==> config.mk <==
export PLATFORM = sky130hd
export DESIGN_NAME = tcn_fifo_decoder
export DESIGN_NICKNAME = d
export VERILOG_FILES = /design/src/rtl/tcn_fifo_decoder_pkg.sv /design/src/rtl/tcn_fifo_decoder_pointer.sv /design/src/rtl/tcn_fifo_decoder.sv
export SDC_FILE = /design/constraint.sdc
export NUM_CORES = 1
export LEC_CHECK = 0
export CORE_MARGIN = 2
export CORE_UTILIZATION = 60
export DETAILED_ROUTE_END_ITERATION = 8
export DONT_BUFFER_PORTS = 1
export PLACE_DENSITY = 0.79
export SKIP_LAST_GASP = 1
export SLEW_MARGIN = 20
export SYNTH_ARGS = -nofsm -noshare
export SYNTH_HDL_FRONTEND = slang
export SYNTH_SLANG_ARGS = --single-unit
==> constraint.sdc <==
create_clock -name clk -period 5.05 [get_ports clk]
set_input_delay 0.2525 -clock clk [delete_from_list [all_inputs] [get_ports clk]]
set_output_delay 0.2525 -clock clk [all_outputs]
set_load 0.05 [all_outputs]
==> src/rtl/tcn_fifo_decoder_pkg.sv <==
// Shared definitions for the TCN activation FIFO decoder and its checkers.
// fifo_decode is the inverse of the encoder's logical->physical rotation.
package tcn_fifo_decoder_pkg;

  localparam int unsigned ADDR_W = 8;
  localparam int unsigned BLK_W  = 16;

  typedef enum logic [1:0] {
    StIdle,
    StRun,
    StDone
  } state_e;

  // All arithmetic wraps at ADDR_W bits, matching the encoder.
  function automatic logic [ADDR_W-1:0] fifo_decode(input logic [ADDR_W-1:0] phys,
                                                    input logic [ADDR_W-1:0] offset,
                                                    input logic [ADDR_W-1:0] total);
    logic [ADDR_W-1:0] sum;
    sum = phys + offset;
    if (sum < total) begin
      return sum;
    end else begin
      return sum - total;
    end
  endfunction

endpackage

==> src/rtl/tcn_fifo_decoder_pointer.sv <==
// FIFO block pointer: registered update pulse plus wrap counter.
// Shared with the encoder so both sides advance in lockstep.
module tcn_fifo_pointer #(
  parameter int unsigned ADDR_W = 8
) (
  input  logic              clk,
  input  logic              reset,
  input  logic              update_pointer,
  input  logic [ADDR_W-1:0] total_blocks,
  output logic [ADDR_W-1:0] fifo_pointer
);

  logic              upd_q;
  logic [ADDR_W-1:0] ptr_q, ptr_d;

  always_comb begin
    ptr_d = ptr_q;
    if (upd_q) begin
      if (ptr_q == total_blocks - ADDR_W'(1)) begin
        ptr_d = '0;
      end else begin
        ptr_d = ptr_q + ADDR_W'(1);
      end
    end
  end

  always_ff @(posedge clk or negedge reset) begin
    if (!reset) begin
      upd_q <= 1'b0;
      ptr_q <= '0;
    end else begin
      upd_q <= update_pointer;
      ptr_q <= ptr_d;
    end
  end

  assign fifo_pointer = ptr_q;

endmodule

==> src/rtl/tcn_fifo_decoder.sv <==
// Walks one physical window of the circular activation buffer and emits the
// decoded logical address per beat, with a mirrored FIFO block pointer.
module tcn_fifo_decoder #(
  parameter int unsigned ADDR_W = 8,
  parameter int unsigned BLK_W  = 16
) (
  input  logic              clk,
  input  logic              reset,
  input  logic              cfg_active,
  input  logic [ADDR_W-1:0] cfg_total_blocks,
  input  logic [BLK_W-1:0]  cfg_block_size,
  input  logic              update_pointer,
  input  logic              start,
  input  logic              out_ready,
  output logic              out_valid,
  output logic [ADDR_W-1:0] out_phys_addr,
  output logic [ADDR_W-1:0] out_logical_addr,
  output logic              out_last,
  output logic              busy,
  output logic              done,
  output logic [ADDR_W-1:0] fifo_pointer
);

  import tcn_fifo_decoder_pkg::*;

  state_e            state_q;
  logic [ADDR_W-1:0] total_q, offset_q, phys_q, logical_q;
  logic              valid_q, last_q, busy_q, done_q;

  logic [ADDR_W-1:0] blk_size, total, offset, offset_eff, phys_nxt;

  tcn_fifo_pointer #(
    .ADDR_W(ADDR_W)
  ) u_pointer (
    .clk           (clk),
    .reset         (reset),
    .update_pointer(update_pointer),
    .total_blocks  (cfg_total_blocks),
    .fifo_pointer  (fifo_pointer)
  );

  assign blk_size   = cfg_block_size[ADDR_W-1:0];
  assign total      = cfg_total_blocks * blk_size;
  assign offset     = fifo_pointer * blk_size;
  // Zero offset makes the decode an identity since phys < total throughout.
  assign offset_eff = cfg_active ? offset : '0;
  assign phys_nxt   = phys_q + ADDR_W'(1);

  always_ff @(posedge clk or negedge reset) begin
    if (!reset) begin
      state_q   <= StIdle;
      total_q   <= '0;
      offset_q  <= '0;
      phys_q    <= '0;
      logical_q <= '0;
      valid_q   <= 1'b0;
      last_q    <= 1'b0;
      busy_q    <= 1'b0;
      done_q    <= 1'b0;
    end else begin
      done_q <= 1'b0;
      unique case (state_q)
        StIdle: begin
          if (start) begin
            if (total != '0) begin
              state_q   <= StRun;
              total_q   <= total;
              offset_q  <= offset_eff;
              phys_q    <= '0;
              logical_q <= fifo_decode('0, offset_eff, total);
              valid_q   <= 1'b1;
              last_q    <= (total == ADDR_W'(1));
              busy_q    <= 1'b1;
            end else begin
              done_q <= 1'b1;
            end
          end
        end
        StRun: begin
          // Without out_ready every output register simply holds.
          if (out_ready) begin
            if (last_q) begin
              state_q <= StDone;
              valid_q <= 1'b0;
              last_q  <= 1'b0;
              busy_q  <= 1'b0;
              done_q  <= 1'b1;
            end else begin
              phys_q    <= phys_nxt;
              logical_q <= fifo_decode(phys_nxt, offset_q, total_q);
              last_q    <= (phys_nxt == total_q - ADDR_W'(1));
            end
          end
        end
        StDone: begin
          state_q <= StIdle;
        end
        default: begin
          state_q <= StIdle;
        end
      endcase
    end
  end

  assign out_valid        = valid_q;
  assign out_phys_addr    = phys_q;
  assign out_logical_addr = logical_q;
  assign out_last         = last_q;
  assign busy             = busy_q;
  assign done             = done_q;

endmodule

=== Yosys cells after proc, flatten, opt, wreduce, memory -nomap -nowiden ===
Index checks and enable logic that the tools add are counted.

* Register bits after elaboration: 46
* Word-level logic and storage cells: 72
* Output and inout bits: 28
* Input port bits: 30

* $lt $le $gt $ge: 2
* $mul: 2
* $add $sub $neg: 7
* Equality and inequality tests: 9
* Mux-type cells: 34
* Reductions and logical operators: 8

{| class="wikitable"
|+ Operator list
! kind !! number
|-
| $mux W8 || 12
|-
| $pmux W8 S2 || 2
|-
| $add A8 B1 Y8 const B || 2
|-
| $eq A8 B8 Y1 || 2
|-
| $lt A8 B8 Y1 || 2
|-
| $mul A8 B8 Y8 || 2
|-
| $sub A8 B1 Y8 const B || 2
|-
| $sub A8 B8 Y8 || 2
|-
| $mux W1 || 12
|-
| $ne A2 B2 Y1 const B || 5
|-
| $reduce_and A5 Y1 || 2
|-
| $add A8 B8 Y8 || 1
|-
| $eq A8 B1 Y1 const B || 1
|-
| $mux W2 || 4
|-
| $reduce_and A4 Y1 || 2
|-
| $reduce_bool A8 Y1 || 1
|-
| $pmux W1 S2 || 3
|-
| $pmux W2 S2 || 1
|-
| $reduce_and A3 Y1 || 1
|-
| $eq A2 B1 Y1 const B || 1
|-
| $logic_not A2 Y1 || 1
|-
| $reduce_bool A2 Y1 || 1
|}

=== Logic depth before layout (Yosys ltp) ===
* Depth after elaboration: 7
* Depth in mapped cells: 23
* Gate-level depth less buffers: 21

=== By module ===
Synthesis repeated with hierarchy kept, for this count alone.

* Cells, all modules: 643
* Area total of the unflattened synthesis: 5504.0 µm²

{| class="wikitable"
|+ Modules (own cells, without submodules)
! module !! area an instance (µm²) !! times used !! sequential area each (µm²) !! cells an instance
|-
| tcn_fifo_decoder || 4830.9 || 1 || 925.9 || 573
|-
| tcn_fifo_pointer || 673.1 || 1 || 225.2 || 70
|}

=== Worst setup path after synthesis ===
OpenSTA, ideal clock, no wires.

* Kind: register to register
* Start: register u_pointer.ptr_q[2], in the netlist u_pointer.fifo_pointer[2]
* End: register logical_q[3], in the netlist out_logical_addr[3]
* Clock period less this slack: 5.479 ns
* Library setup time: 0.131 ns
* Arrival time: 5.348 ns
* Required time: 4.919 ns
* Stages on the path, launching flop included: 21
* Setup slack: -0.429 ns
* Path buffers: 2
* Cell sequence: dfrtp_1 clkbuf_1 nand2_1 fa_1 inv_1 ha_1 inv_1 fa_1 fa_1 xnor2_1 xnor3_1 xnor3_1 xnor3_1 nor2_1 ha_1 o21ai_0 a2bb2oi_1 clkbuf_1 mux2_2 nor2_1 o31ai_1

* Longest elaborated chain between the ends: 7
* Elaborated cells between the ends (all ways): 8
* Those cells by class: add/sub (1); mul (1); order compare (1); mux (5)

{| class="wikitable"
|+ Ends and longest elaborated chain
! item !! RTL line !! source
|-
| from (decl) || tcn_fifo_decoder_pointer.sv:14 || <nowiki>logic [ADDR_W-1:0] ptr_q, ptr_d;</nowiki>
|-
| from (signal assigned) || tcn_fifo_decoder_pointer.sv:33 || <nowiki>ptr_q <= ptr_d;</nowiki>
|-
| $mul A8 B8 Y8 || tcn_fifo_decoder.sv:44 || <nowiki>assign offset = fifo_pointer * blk_size;</nowiki>
|-
| $mux W8 || tcn_fifo_decoder.sv:46 || <nowiki>assign offset_eff = cfg_active ? offset : '0;</nowiki>
|-
| via offset_eff[7] || tcn_fifo_decoder.sv:30 || <nowiki>logic [ADDR_W-1:0] blk_size, total, offset, offset_eff, phys_nxt;</nowiki>
|-
| $lt A8 B8 Y1 || tcn_fifo_decoder_pkg.sv:20 || <nowiki>if (sum < total) begin</nowiki>
|-
| $mux W8 || tcn_fifo_decoder_pkg.sv:20 ||
|-
| $mux W8 || tcn_fifo_decoder.sv:65 || <nowiki>if (total != '0) begin</nowiki>
|-
| $mux W8 || tcn_fifo_decoder.sv:64 || <nowiki>if (start) begin</nowiki>
|-
| $pmux W8 S2 || tcn_fifo_decoder.sv:62 || <nowiki>unique case (state_q)</nowiki>
|-
| to (signal assigned) || tcn_fifo_decoder.sv:70 || <nowiki>logical_q <= fifo_decode('0, offset_eff, total);</nowiki>
|-
| to (signal assigned) || tcn_fifo_decoder.sv:90 || <nowiki>logical_q <= fifo_decode(phys_nxt, offset_q, total_q);</nowiki>
|-
| to (decl) || tcn_fifo_decoder.sv:27 || <nowiki>logic [ADDR_W-1:0] total_q, offset_q, phys_q, logical_q;</nowiki>
|}

The timed path passes the listed nets, and every way through them passes these cells. The select of a mux whose other input is x is not followed.
A chain may end at the register's enable or synchronous reset.

=== Final worst setup path ===
* Start: register u_pointer.ptr_q[2], in the netlist u_pointer.fifo_pointer[2]
* End: register logical_q[4], in the netlist out_logical_addr[4]

The elaborated chain is that of the path after synthesis.

==> impl_metrics.py <==
metrics = {
    "run_status": {
        "status": "completed",
    },
    "setup_path": {
        "path_cells": "and2_1, fa_1, inv_1, fa_1, fa_1, fa_2, inv_1, ha_4, a21oi_2, xnor3_1, nor2_2, ha_1, o21ai_2, a2bb2oi_1, buf_4, o311ai_0, o21ai_0, o21ai_0",
        "cp-start-kind": "flip-flop",
        "crit_start": "u_pointer.fifo_pointer[2]$_DFFE_PN0P_",
        "end_kind": "flip-flop",
        "reg2reg_depth": 18,
        "path_buf_inv": 3,
        "critPathKind": "flip-flop to flip-flop",
        "required_ns": 5.28,
        "rrSetupSlack_ns": 0.14,
        "cp_slowest_cell": "fa_2",
        "crit_path_max_fanout": 7,
        "cp_slowest_stage_delay_ns": 0.53,
        "critPathMostFrequentCell": "fa_1",
        "critPathArrivalTime_ns": 5.14,
        "endpoint": "out_logical_addr[4]$_DFFE_PN0P_",
        "r2r-start": "u_pointer.fifo_pointer[2]$_DFFE_PN0P_",
        "crit_family": "adder cells",
        "worst-path-stages": 18,
        "rr_endpoint": "out_logical_addr[4]$_DFFE_PN0P_",
    },
    "sta": {
        "finalSetupViolations": 0,
        "worst_clock_skew_ns": 0.02038,
        "finalCriticalPeriod_ns": 4.909,
        "relSlewSlack_pct": 34.55,
        "worst-slew-pin-transition_ns": 0.9790,
        "final_max_slew_viol_count": 0,
        "hold_violations": 0,
        "max_freq_ghz": 0.2037,
        "fin_crit_sh_pct": 97.20,
    },
    "yosys": {
        "avgSynthCellArea_sq_um": 8.447,
        "ys_warn_count": 0,
        "synth_area_sq_um": 5575,
        "synth_cells": 660,
        "synth_seq_cells": 46,
        "synth_nets": 776,
        "ys_seq_area_share_pct": 20.65,
        "synth_enable_flop_cells": 0,
        "synthFlopType": "dfrtp_1",
        "ys_types": 55,
        "synth_async_sr_flop_share_pct": 100.0,
    },
    "layout": {
        "final_cell_area_sq_um": 6007,
        "layout.nets": 787,
        "layout-drive-gt1-share_pct": 10.86,
        "nFillCells": 732,
        "antenna_cells": 0,
        "regArea_sq_um": 1157,
        "layout_commonest_cell": "inv_1",
        "multi_input_area_sq_um": 4018,
        "mostFrequentLayoutCells": "inv_1 (92), nand2_1 (62), ha_1 (57), and2_1 (42)",
        "syn2layout_area_growth_pct": 7.742,
        "layoutNonFillerInstCount": 783,
    },
    "floorplan": {
        "die_x_microns": 100.4,
        "die-area_sq_um": 10080,
        "pin_count": 58,
        "rows": 35,
        "die_h_microns": 100.4,
        "start_util_pct": 61.21,
        "design.core.area_sq_um": 9109,
    },
    "grt": {
        "top_usage_layer": "met2",
        "grt.total_usage_pct": 28.52,
        "grt_overflow": 0,
        "antenna_found_initial": 0,
        "use_met1_pct": 41.65,
        "grt_pass1_wl_microns": 22670,
        "met2_usage_pct": 46.05,
        "met3_usage_pct": 3.621,
        "grt_max_degree": 47,
        "grt_pass1_vias": 4649,
    },
    "clock_network": {
        "cts_num_sinks": 46,
        "clk_pin_slew_ns": 0.12,
        "cts_tree": "built",
        "insertion_delay_ns": 0.31,
        "clockBufferDepth": 2,
        "cts_buffers": 5,
        "htreeDepth": 2,
        "root_buffer": "clkbuf_8",
    },
    "place": {
        "placedCellCount": 767,
        "gp_congestion": 0.9017,
        "hpwl_microns": 10610,
        "port_buffers": 0,
        "placed_area_sq_um": 5781,
    },
    "flow_run": {
        "maxCapViolations": 0,
    },
    "min_path": {
        "worstHoldPathCells": 1,
        "hold_class": "input port to flip-flop",
    },
    "drt": {
        "drtIter0Drc": 436,
        "first_pass_iters": 5,
        "via_per_inst": 5.934,
        "drc_errors": 0,
        "wl_per_cell_microns": 17.31,
        "vias": 4646,
        "routed_wl_microns": 13550,
        "ant_nets": 0,
    },
}
area by class of cell:
| class | instances | area share (%) |
|---|---|---|
| inverter | 92 | 5.749 |
| multi-input combinational | 495 | 66.88 |
| sequential | 46 | 19.27 |
| clock buffer | 5 | 1.146 |
| clock inverter | 3 | 0.3541 |
| timing repair buffer | 31 | 4.291 |
| tap | 111 | 2.312 |
logic make-up (layout without fill, tap and decap cells):
kind of cell	count (synthesis)	count (layout)	share of synthesized area, %
AOI/OAI and AO/OA	113	113	12.97
xor gates and xnor gates	70	70	12.77
adders and majority gates	86	86	22.94
buffers and inverters	119	131	8.438
DFF	46	46	20.65
muxes	16	16	3.074
and+or+nand+nor	210	210	19.17
worst min-delay path by stage:
stage	slack, ns	from	to
detailed placement	-0.04	reset	out_phys_addr[4]$_DFFE_PN0P_
global placement	-0.04	reset	out_phys_addr[4]$_DFFE_PN0P_
floorplan	-0.04	reset	busy$_DFFE_PN0P_
finish	0.03	out_ready	state_q[0]$_DFFE_PN0P_
global route	0.03	out_ready	state_q[0]$_DFFE_PN0P_
CTS	0.03	out_ready	state_q[0]$_DFFE_PN0P_
sequential cells by signal, indices dropped and copies added, names as in the netlist:
| register | count |
|---|---|
| total_q | 8 |
| u_pointer.upd_q | 1 |
| out_phys_addr | 8 |
| state_q | 2 |
| done | 1 |
| out_logical_addr | 8 |
| busy | 1 |
| u_pointer.fifo_pointer | 8 |
| offset_q | 8 |
| out_last | 1 |
worst reg2reg max path: cells and delay by family (launching register included):
family,cells,cell delay [ns]
buffers and inverters,3,0.31
XOR/XNOR,1,0.37
flip-flops,1,0.45
AND/OR/NAND/NOR,2,0.33
AO/OA/AOI/OAI,6,1.00
adder cells (fa/ha/maj),6,2.38
synthesized netlist by cell type, drive strengths merged, types with 4 or more instances:
library cell  count  area (sq um)
xnor2            41         359.1
o21ai            37         185.2
o31ai             6         58.81
nand3            26         130.1
fa               27         540.5
a31oi             8         50.05
mux2              6         71.31
buf               5         42.53
nand2b            7         43.79
nor2b             4         25.02
nor4              5         31.28
o21bai            4         30.03
a21o              9         67.56
nand2            64         250.2
xnor3             6         135.1
clkbuf           22         82.58
a21oi            19         95.09
o22ai             4         25.02
nor3             12         60.06
xor2             22         192.7
mux2i            10         100.1
o21a              5         37.54
dfrtp            46          1151
nor2             28         105.1
and2             49         315.3
nand3b            5         37.54
ha               59         738.2
inv              92         345.3
through the flow:
step / setup slack [ns] / TNS, ns / hold WS (ns) / utilization (%)
after floorplan: 0.05363 / 0 / -0.04309 / -
final: 0.1414 / 0 / 0.02895 / 65.95
after global placement: 0.1154 / 0 / -0.04228 / 63.46
after global routing: -0.03518 / -0.09246 / 0.02559 / 65.95
after detailed placement: 0.05079 / 0 / -0.04238 / 63.46
after CTS: 0.01960 / 0 / 0.03135 / 64.97
per-layer routing:
metal,vias up,share of wire (%)
li1,2214,-
met1,2287,45
met2,132,48
met3,13,6.1
met4,0,0.89
met5,-,0
repair_timing:
item	4_1_cts	5_1_grt
hold buffers	3	0
hold endpoints to repair	47	0
gates resized for setup	0	9
setup buffers	0	5
endpoints found under the setup margin	0	8
Power is left out: the tool's default activity adds up to more than one toggle a clock period on the data nets, which glitch-free logic cannot reach.
